<file path="src/rtl/decode_ctrl_pipe_pkg.sv">
// Shared MIPS decode constants: opcode/funct encodings, ERET word, exception bits, legal-instruction table.
package decode_ctrl_pipe_pkg;

  localparam logic [5:0] OP_RTYPE = 6'h00;
  localparam logic [5:0] OP_J     = 6'h02;
  localparam logic [5:0] OP_JAL   = 6'h03;
  localparam logic [5:0] OP_BEQ   = 6'h04;
  localparam logic [5:0] OP_BNE   = 6'h05;
  localparam logic [5:0] OP_ADDI  = 6'h08;
  localparam logic [5:0] OP_ADDIU = 6'h09;
  localparam logic [5:0] OP_SLTI  = 6'h0A;
  localparam logic [5:0] OP_SLTIU = 6'h0B;
  localparam logic [5:0] OP_ANDI  = 6'h0C;
  localparam logic [5:0] OP_ORI   = 6'h0D;
  localparam logic [5:0] OP_XORI  = 6'h0E;
  localparam logic [5:0] OP_LUI   = 6'h0F;
  localparam logic [5:0] OP_COP0  = 6'h10;
  localparam logic [5:0] OP_LW    = 6'h23;
  localparam logic [5:0] OP_SW    = 6'h2B;

  localparam logic [5:0] FN_SLL     = 6'h00;
  localparam logic [5:0] FN_SRL     = 6'h02;
  localparam logic [5:0] FN_SRA     = 6'h03;
  localparam logic [5:0] FN_JR      = 6'h08;
  localparam logic [5:0] FN_SYSCALL = 6'h0C;
  localparam logic [5:0] FN_BREAK   = 6'h0D;
  localparam logic [5:0] FN_ADD     = 6'h20;
  localparam logic [5:0] FN_ADDU    = 6'h21;
  localparam logic [5:0] FN_SUB     = 6'h22;
  localparam logic [5:0] FN_SUBU    = 6'h23;
  localparam logic [5:0] FN_AND     = 6'h24;
  localparam logic [5:0] FN_OR      = 6'h25;
  localparam logic [5:0] FN_XOR     = 6'h26;
  localparam logic [5:0] FN_NOR     = 6'h27;
  localparam logic [5:0] FN_SLT     = 6'h2A;
  localparam logic [5:0] FN_SLTU    = 6'h2B;

  localparam logic [31:0] ERET_INSTR = 32'h4200_0018;

  localparam int EXC_SYS  = 0;
  localparam int EXC_BRK  = 1;
  localparam int EXC_ERET = 2;
  localparam int EXC_RI   = 3;

  typedef struct packed {
    logic ri;
    logic eret;
    logic brk;
    logic sys;
  } exc_t;

  // Native main-control vector layout; narrower/wider CTRL_W truncates/zero-pads it.
  localparam int CB_REG_WRITE  = 0;
  localparam int CB_REG_DST    = 1;
  localparam int CB_ALU_SRC    = 2;
  localparam int CB_MEM_READ   = 3;
  localparam int CB_MEM_WRITE  = 4;
  localparam int CB_MEM_TO_REG = 5;
  localparam int CB_BRANCH     = 6;
  localparam int CB_BRANCH_NE  = 7;
  localparam int CB_JUMP       = 8;
  localparam int CB_LINK       = 9;
  localparam int CB_IMM_ZEXT   = 10;
  localparam int CB_LUI        = 11;
  localparam int CTRL_BITS     = 12;

  localparam int ALU_BITS = 5;
  typedef enum logic [ALU_BITS-1:0] {
    ALU_NONE, ALU_ADD, ALU_SUB, ALU_AND, ALU_OR, ALU_XOR, ALU_NOR,
    ALU_SLT, ALU_SLTU, ALU_SLL, ALU_SRL, ALU_SRA, ALU_LUI
  } alu_op_e;

  function automatic logic op_legal(input logic [5:0] op);
    case (op)
      OP_RTYPE, OP_J, OP_JAL, OP_BEQ, OP_BNE, OP_ADDI, OP_ADDIU, OP_SLTI,
      OP_SLTIU, OP_ANDI, OP_ORI, OP_XORI, OP_LUI, OP_COP0, OP_LW, OP_SW: return 1'b1;
      default: return 1'b0;
    endcase
  endfunction

  function automatic logic funct_legal(input logic [5:0] fn);
    case (fn)
      FN_SLL, FN_SRL, FN_SRA, FN_JR, FN_SYSCALL, FN_BREAK, FN_ADD, FN_ADDU,
      FN_SUB, FN_SUBU, FN_AND, FN_OR, FN_XOR, FN_NOR, FN_SLT, FN_SLTU: return 1'b1;
      default: return 1'b0;
    endcase
  endfunction

endpackage

</file>
<file path="src/rtl/ctrl_field_decoder.sv">
// Purpose: combinational MIPS decode of one instruction word into ctrl, aluop and exception bits.
// Latency: zero cycles, pure combinational.
// Backpressure: none; output follows instr every cycle.
module ctrl_field_decoder
  import decode_ctrl_pipe_pkg::*;
#(
  parameter int CTRL_W  = 12,
  parameter int ALUOP_W = 5
) (
  input  logic [31:0]        instr,
  output logic [CTRL_W-1:0]  ctrl,
  output logic [ALUOP_W-1:0] aluop,
  output exc_t               exc
);

  localparam int CN = (CTRL_W < CTRL_BITS) ? CTRL_W : CTRL_BITS;
  localparam int AN = (ALUOP_W < ALU_BITS) ? ALUOP_W : ALU_BITS;

  logic [5:0]           op;
  logic [5:0]           fn;
  logic [CTRL_BITS-1:0] c;
  alu_op_e              a;
  logic [ALU_BITS-1:0]  a_bits;

  assign op     = instr[31:26];
  assign fn     = instr[5:0];
  assign a_bits = a;

  always_comb begin
    c   = '0;
    a   = ALU_NONE;
    exc = '0;
    exc.sys  = (op == OP_RTYPE) && (fn == FN_SYSCALL);
    exc.brk  = (op == OP_RTYPE) && (fn == FN_BREAK);
    exc.eret = (instr == ERET_INSTR);
    // COP0 is only legal as the exact ERET word.
    exc.ri   = !op_legal(op) || ((op == OP_RTYPE) && !funct_legal(fn)) ||
               ((op == OP_COP0) && !exc.eret);
    case (op)
      OP_RTYPE: begin
        case (fn)
          FN_JR:                c[CB_JUMP] = 1'b1;
          FN_SYSCALL, FN_BREAK: c = '0;
          default: begin
            c[CB_REG_WRITE] = 1'b1;
            c[CB_REG_DST]   = 1'b1;
            case (fn)
              FN_ADD, FN_ADDU: a = ALU_ADD;
              FN_SUB, FN_SUBU: a = ALU_SUB;
              FN_AND:          a = ALU_AND;
              FN_OR:           a = ALU_OR;
              FN_XOR:          a = ALU_XOR;
              FN_NOR:          a = ALU_NOR;
              FN_SLT:          a = ALU_SLT;
              FN_SLTU:         a = ALU_SLTU;
              FN_SLL:          a = ALU_SLL;
              FN_SRL:          a = ALU_SRL;
              FN_SRA:          a = ALU_SRA;
              default:         a = ALU_NONE;
            endcase
          end
        endcase
      end
      OP_J:   c[CB_JUMP] = 1'b1;
      OP_JAL: begin
        c[CB_JUMP]      = 1'b1;
        c[CB_LINK]      = 1'b1;
        c[CB_REG_WRITE] = 1'b1;
      end
      OP_BEQ: begin
        c[CB_BRANCH] = 1'b1;
        a            = ALU_SUB;
      end
      OP_BNE: begin
        c[CB_BRANCH]    = 1'b1;
        c[CB_BRANCH_NE] = 1'b1;
        a               = ALU_SUB;
      end
      OP_ADDI, OP_ADDIU, OP_SLTI, OP_SLTIU, OP_ANDI, OP_ORI, OP_XORI, OP_LUI: begin
        c[CB_REG_WRITE] = 1'b1;
        c[CB_ALU_SRC]   = 1'b1;
        c[CB_IMM_ZEXT]  = (op == OP_ANDI) || (op == OP_ORI) || (op == OP_XORI);
        c[CB_LUI]       = (op == OP_LUI);
        case (op)
          OP_SLTI:  a = ALU_SLT;
          OP_SLTIU: a = ALU_SLTU;
          OP_ANDI:  a = ALU_AND;
          OP_ORI:   a = ALU_OR;
          OP_XORI:  a = ALU_XOR;
          OP_LUI:   a = ALU_LUI;
          default:  a = ALU_ADD;
        endcase
      end
      OP_LW: begin
        c[CB_REG_WRITE]  = 1'b1;
        c[CB_ALU_SRC]    = 1'b1;
        c[CB_MEM_READ]   = 1'b1;
        c[CB_MEM_TO_REG] = 1'b1;
        a                = ALU_ADD;
      end
      OP_SW: begin
        c[CB_ALU_SRC]   = 1'b1;
        c[CB_MEM_WRITE] = 1'b1;
        a               = ALU_ADD;
      end
      default: c = '0;
    endcase
    // Trapping instructions carry no datapath side effects down the pipe.
    if (|exc) begin
      c = '0;
      a = ALU_NONE;
    end
  end

  always_comb begin
    ctrl          = '0;
    ctrl[CN-1:0]  = c[CN-1:0];
    aluop         = '0;
    aluop[AN-1:0] = a_bits[AN-1:0];
  end

endmodule

</file>
<file path="src/rtl/decode_ctrl_pipe.sv">
// Purpose: carries decoded control down a STAGES-deep pipe and retires exceptions from the oldest stage.
// Latency: accepted instruction lands in stage k at the (k+1)th edge after acceptance.
// Backpressure: stall freezes every stage and drops in_ready; flush and exception-take empty the pipe.
module decode_ctrl_pipe
  import decode_ctrl_pipe_pkg::*;
#(
  parameter int CTRL_W  = 12,
  parameter int ALUOP_W = 5,
  parameter int STAGES  = 3
) (
  input  logic                        clk,
  input  logic                        resetn,
  input  logic                        in_valid,
  output logic                        in_ready,
  input  logic [31:0]                 instr,
  input  logic                        stall,
  input  logic                        flush,
  output logic [STAGES-1:0]           valid_q,
  output logic [STAGES*CTRL_W-1:0]    ctrl_q,
  output logic [STAGES*ALUOP_W-1:0]   aluop_q,
  output logic [STAGES*4-1:0]         exc_q,
  output logic                        exc_take
);

  typedef struct packed {
    logic               vld;
    logic [CTRL_W-1:0]  ctrl;
    logic [ALUOP_W-1:0] aluop;
    exc_t               exc;
  } stage_t;

  logic [CTRL_W-1:0]  dec_ctrl;
  logic [ALUOP_W-1:0] dec_aluop;
  exc_t               dec_exc;
  stage_t             dec_stg;
  stage_t             stg_q [STAGES];
  logic               accept;

  ctrl_field_decoder #(
    .CTRL_W  (CTRL_W),
    .ALUOP_W (ALUOP_W)
  ) u_dec (
    .instr (instr),
    .ctrl  (dec_ctrl),
    .aluop (dec_aluop),
    .exc   (dec_exc)
  );

  assign dec_stg = '{vld: 1'b1, ctrl: dec_ctrl, aluop: dec_aluop, exc: dec_exc};

  // Gating with resetn keeps both handshakes quiet while reset is held.
  assign exc_take = resetn & stg_q[STAGES-1].vld & (|stg_q[STAGES-1].exc) & ~stall & ~flush;
  assign in_ready = resetn & ~stall & ~flush & ~exc_take;
  assign accept   = in_valid & in_ready;

  always_ff @(posedge clk) begin
    if (!resetn || flush || exc_take) begin
      for (int k = 0; k < STAGES; k++) stg_q[k] <= '0;
    end else if (!stall) begin
      stg_q[0] <= accept ? dec_stg : '0;
      for (int k = 1; k < STAGES; k++) stg_q[k] <= stg_q[k-1];
    end
  end

  for (genvar k = 0; k < STAGES; k++) begin : g_out
    assign valid_q[k]                     = stg_q[k].vld;
    assign ctrl_q[k*CTRL_W +: CTRL_W]     = stg_q[k].ctrl;
    assign aluop_q[k*ALUOP_W +: ALUOP_W]  = stg_q[k].aluop;
    assign exc_q[k*4 +: 4]                = stg_q[k].exc;
  end

endmodule

</file>
<file path="config.mk">
export PLATFORM = sky130hd
export DESIGN_NAME = decode_ctrl_pipe
export DESIGN_NICKNAME = d
export VERILOG_FILES = /design/src/rtl/decode_ctrl_pipe_pkg.sv /design/src/rtl/ctrl_field_decoder.sv /design/src/rtl/decode_ctrl_pipe.sv
export SDC_FILE = /design/constraint.sdc
export NUM_CORES = 1
export LEC_CHECK = 0
export BUFFER_PORTS_ARGS = -buffer_cell sky130_fd_sc_hd__buf_2
export CORE_ASPECT_RATIO = 2
export CORE_MARGIN = 2
export CORE_UTILIZATION = 50
export DETAILED_ROUTE_END_ITERATION = 8
export GPL_ROUTABILITY_DRIVEN = 0
export MAX_ROUTING_LAYER = met4
export PLACE_DENSITY = 0.8
export SETUP_SLACK_MARGIN = 0.4
export SYNTH_ARGS = -nofsm -noshare
export SYNTH_HDL_FRONTEND = slang
export SYNTH_SLANG_ARGS = --single-unit
export TNS_END_PERCENT = 100
</file>
<file path="constraint.sdc">
create_clock -name clk -period 3.1 [get_ports clk]
set_clock_uncertainty 0.2 [all_clocks]
set_input_delay 0 -clock clk [delete_from_list [all_inputs] [get_ports clk]]
set_output_delay 0 -clock clk [all_outputs]
set_load 0.02 [all_outputs]
</file>
==> impl_metrics.env <==
export IMPL_final_cell_mix="sky130_fd_sc_hd__buf_2 (101), sky130_fd_sc_hd__edfxtp_1 (60), sky130_fd_sc_hd__and2_1 (44)"
export IMPL_global_route_overflow_total=0
export IMPL_clock_insertion_delay_worst_skew_ps=310
export IMPL_synthDistinctLibCells=44
export IMPL_hold_end="stg_q[0][4]$_SDFFCE_PP0P_"
export IMPL_layout_area_overhead_pct=31.8
export IMPL_synth_top_area_cell="sky130_fd_sc_hd__edfxtp_1"
export IMPL_clk_transition_reported_paths_ps=50
export IMPL_antenna_cells=0
export IMPL_grt_antenna_before_repair=0
export IMPL_synth_edff_count=60
export IMPL_max_slew_margin_rel=0.450
export IMPL_root_buffer="sky130_fd_sc_hd__clkbuf_16"
export IMPL_reg2reg_setup_slack_ps=450
export IMPL_total_switching_power_mw=0.432
export IMPL_synth_area_leaders="sky130_fd_sc_hd__edfxtp_1 (61%), sky130_fd_sc_hd__and2_1 (9.3%), sky130_fd_sc_hd__ha_1 (2.1%), sky130_fd_sc_hd__a21oi_1 (1.9%), sky130_fd_sc_hd__nor2_1 (1.7%)"
export IMPL_i_o_buffers=101
export IMPL_p_per_area_nw_per_um2=503
export IMPL_tns_ps=0
export IMPL_crit_arrival_ps=2630
export IMPL_crit_path_end_kind="flip-flop"
export IMPL_dpl_hpwl_um=4490
export IMPL_largest_register="stg_q"
export IMPL_max_cap_viol_count=0
export IMPL_number_of_global_route_vias_before_repair=2154
export IMPL_antenna_left=0
export IMPL_hold_viol_final=0
export IMPL_netlist_area_leader_share=0.612
export IMPL_max_slew_worst_pin_slew_ps=823
export IMPL_num_io_pins=105
export IMPL_power_share_sequential=0.482
export IMPL_grt_max_degree=43
export IMPL_ys_warn_count=0
export IMPL_chipWidth_um=58.3
export IMPL_worstReg2RegEnd="stg_q[0][19]$_SDFFCE_PP0P_"
export IMPL_hp_class="primary input to flip-flop"
export IMPL_layout_worst_path_cycle_share=0.853
export IMPL_irDropWorstVdd_v=0.000490
export IMPL_wire_length_of_the_first_global_routing_pass_um=9430
export IMPL_rsz0062_at_grt="false"
export IMPL_routedWlPerCell_um=14.5
export IMPL_timing_reg2reg_worst_path_depth=6
export IMPL_clock_fmax_mhz=378
export IMPL_die_area_um2=6560
export IMPL_power_share_switching=0.222
export IMPL_num_vias=2274
export IMPL_final_layout_size_suffix_gt1_frac=0.355
export IMPL_clock_sinks=60
export IMPL_final_setup_viol_count=0
export IMPL_largestRegisters="stg_q x60"
export IMPL_core_rowCount=39
export IMPL_final_nets=393
export IMPL_tritoncts="built"
export IMPL_clock_tree_buffer_depth=2
export IMPL_hold_path_cell_count=4
export IMPL_first_iter_violations=81
export IMPL_final_common_cell="sky130_fd_sc_hd__buf_2"
export IMPL_route_detailed_drc=0
export IMPL_run_status="complete, no violations"
export IMPL_tritoncts_num_buffers=9
export IMPL_syn_inst=235
export IMPL_holdCritStartpoint="instr[4]"
export IMPL_route_final_wire_length_um=6040
export IMPL_async_flop_share=0
export IMPL_clock_power_share=0.412
export IMPL_cts_htree_levels=3
export IMPL_post_route_cell_area_um2=3880
export IMPL_regToRegStartpoint="stg_q[0][44]$_SDFFCE_PN0P_"
export IMPL_flip_flop_count_of_the_largest_register_after_layout=60
export IMPL_core_region_area_um2=5710
export IMPL_postSynthRegisterBits=60
export IMPL_cp_required_ps=3080
export IMPL_finalMaxSlewViolations=0
export IMPL_critical_path_max_fanout=7
export IMPL_start_kind="flip-flop"
export IMPL_initial_utilization=0.516
export IMPL_grt_usage=0.198
export IMPL_drt_pass1_iterations=4
export IMPL_placedInstanceArea_um2=3470
export IMPL_final_period_minus_worst_setup_slack_ps=2650
export IMPL_syn_avg_cell_area_um2=12.5
export IMPL_synth_yosys_seq_area_share=0.612
export IMPL_avgViaCountPerCell=5.47
export IMPL_p_leak_nw=1.81
export IMPL_post_synth_top_flop="sky130_fd_sc_hd__edfxtp_1"
export IMPL_synth_cell_area_um2=2940
export IMPL_height_of_the_die_um=113
export IMPL_cell_internal_pwr_mw=1.52
export IMPL_critPathKind="flip-flop to flip-flop"
export IMPL_pwr_share_comb=0.107
## worst max-delay path by stage
stage,from,end,slack (ps),depth (start not counted)
finish,stg_q[0][44]$_SDFFCE_PN0P_,stg_q[0][19]$_SDFFCE_PP0P_,450,6
global route,stg_q[0][44]$_SDFFCE_PN0P_,stg_q[0][19]$_SDFFCE_PP0P_,350,6
CTS,stg_q[0][47]$_SDFFCE_PN0P_,stg_q[0][19]$_SDFFCE_PP0P_,460,6
detailed placement,stg_q[0][47]$_SDFFCE_PN0P_,stg_q[0][4]$_SDFFCE_PP0P_,890,5
global placement,stg_q[0][47]$_SDFFCE_PN0P_,stg_q[0][4]$_SDFFCE_PP0P_,980,5
floorplan,flush,stg_q[0][0]$_SDFFCE_PP0P_,680,1
## synthesized netlist by cell type (all sizes together) (2+ instances only)
master,number
buf,7
nand4,2
nor4b,3
nand2,6
nor4,7
and3,4
and3b,2
edfxtp,60
inv,7
o211ai,2
or3b,2
clkbuf,9
o21ai,3
nor2,13
nand2b,6
nor3,9
a31oi,2
and4,2
nor2b,7
and2,44
nand3,3
a21oi,11
ha,5
o21a,2
or3,2
## per-stage QoR
stage	cells	worst slack, ps	total power, mW	hold slack, ps	util
after detailed placement	386	895	1.15	216	0.608
after floorplan	237	677	1.08	-3.15	-
final	416	455	1.95	21.7	0.680
after global placement	386	979	1.15	211	0.608
after global routing	416	348	2.02	59.3	0.680
after CTS	412	461	1.96	8.09	0.671
## layer usage
| layer | GRT usage | wire length, um | vias to the layer above |
|---|---|---|---|
| met2 | 0.342 | 3340 | 116 |
| met3 | 0.0484 | 395 | 23 |
| met5 | - | 0 | - |
| li1 | - | - | 1091 |
| met4 | 0.127 | 262 | 0 |
| met1 | 0.185 | 2040 | 1044 |
## cell families (layout without fill, tap and decap cells)
| family | after synthesis | count (layout) | share of synthesized area |
|---|---|---|---|
| buf+inv | 23 | 141 | 0.0374 |
| compound gates | 32 | 32 | 0.0901 |
| other cells | 1 | 3 | 0.00127 |
| mux | 1 | 1 | 0.00340 |
| simple gates | 113 | 113 | 0.235 |
| fa+ha+maj | 5 | 5 | 0.0212 |
| flops | 60 | 60 | 0.612 |
## worst max-delay path, cell delays in order, from the launching register on
cell                            delay, ps
sky130_fd_sc_hd__edfxtp_1             410
sky130_fd_sc_hd__o41ai_4              390
sky130_fd_sc_hd__nor2b_4              240
sky130_fd_sc_hd__o2111ai_4            160
sky130_fd_sc_hd__or3_4                440
sky130_fd_sc_hd__a21oi_2              110
sky130_fd_sc_hd__dlygate4sd3_1        550
## cell type report
cell class              instances  area (um2)
clock buffers                  10         229
clock inverters                 5        20.0
fillers                       410        1830
inverters                       7        26.3
multi-input cells             154        1060
flip-flops and latches         60        1800
well taps                      61        76.3
repair buffers                119         668
## power groups by stage
| stage | combinational (mW) | sequential (mW) | clock, mW |
|---|---|---|---|
| detailed placement | 0.197 | 0.953 | 0 |
| global placement | 0.194 | 0.952 | 0 |
| global route | 0.226 | 0.942 | 0.854 |
| CTS | 0.205 | 0.939 | 0.819 |
| finish | 0.208 | 0.940 | 0.803 |
| floorplan | 0.0800 | 0.996 | 0 |
## repair_timing
action | CTS | global route
endpoints found under the hold margin | 8 | 0
endpoints found under the setup margin | 0 | 2
hold buffers | 11 | 0
resized for setup | 0 | 3
buffers inserted | 0 | 4
(Power assumes the default switching activity.)
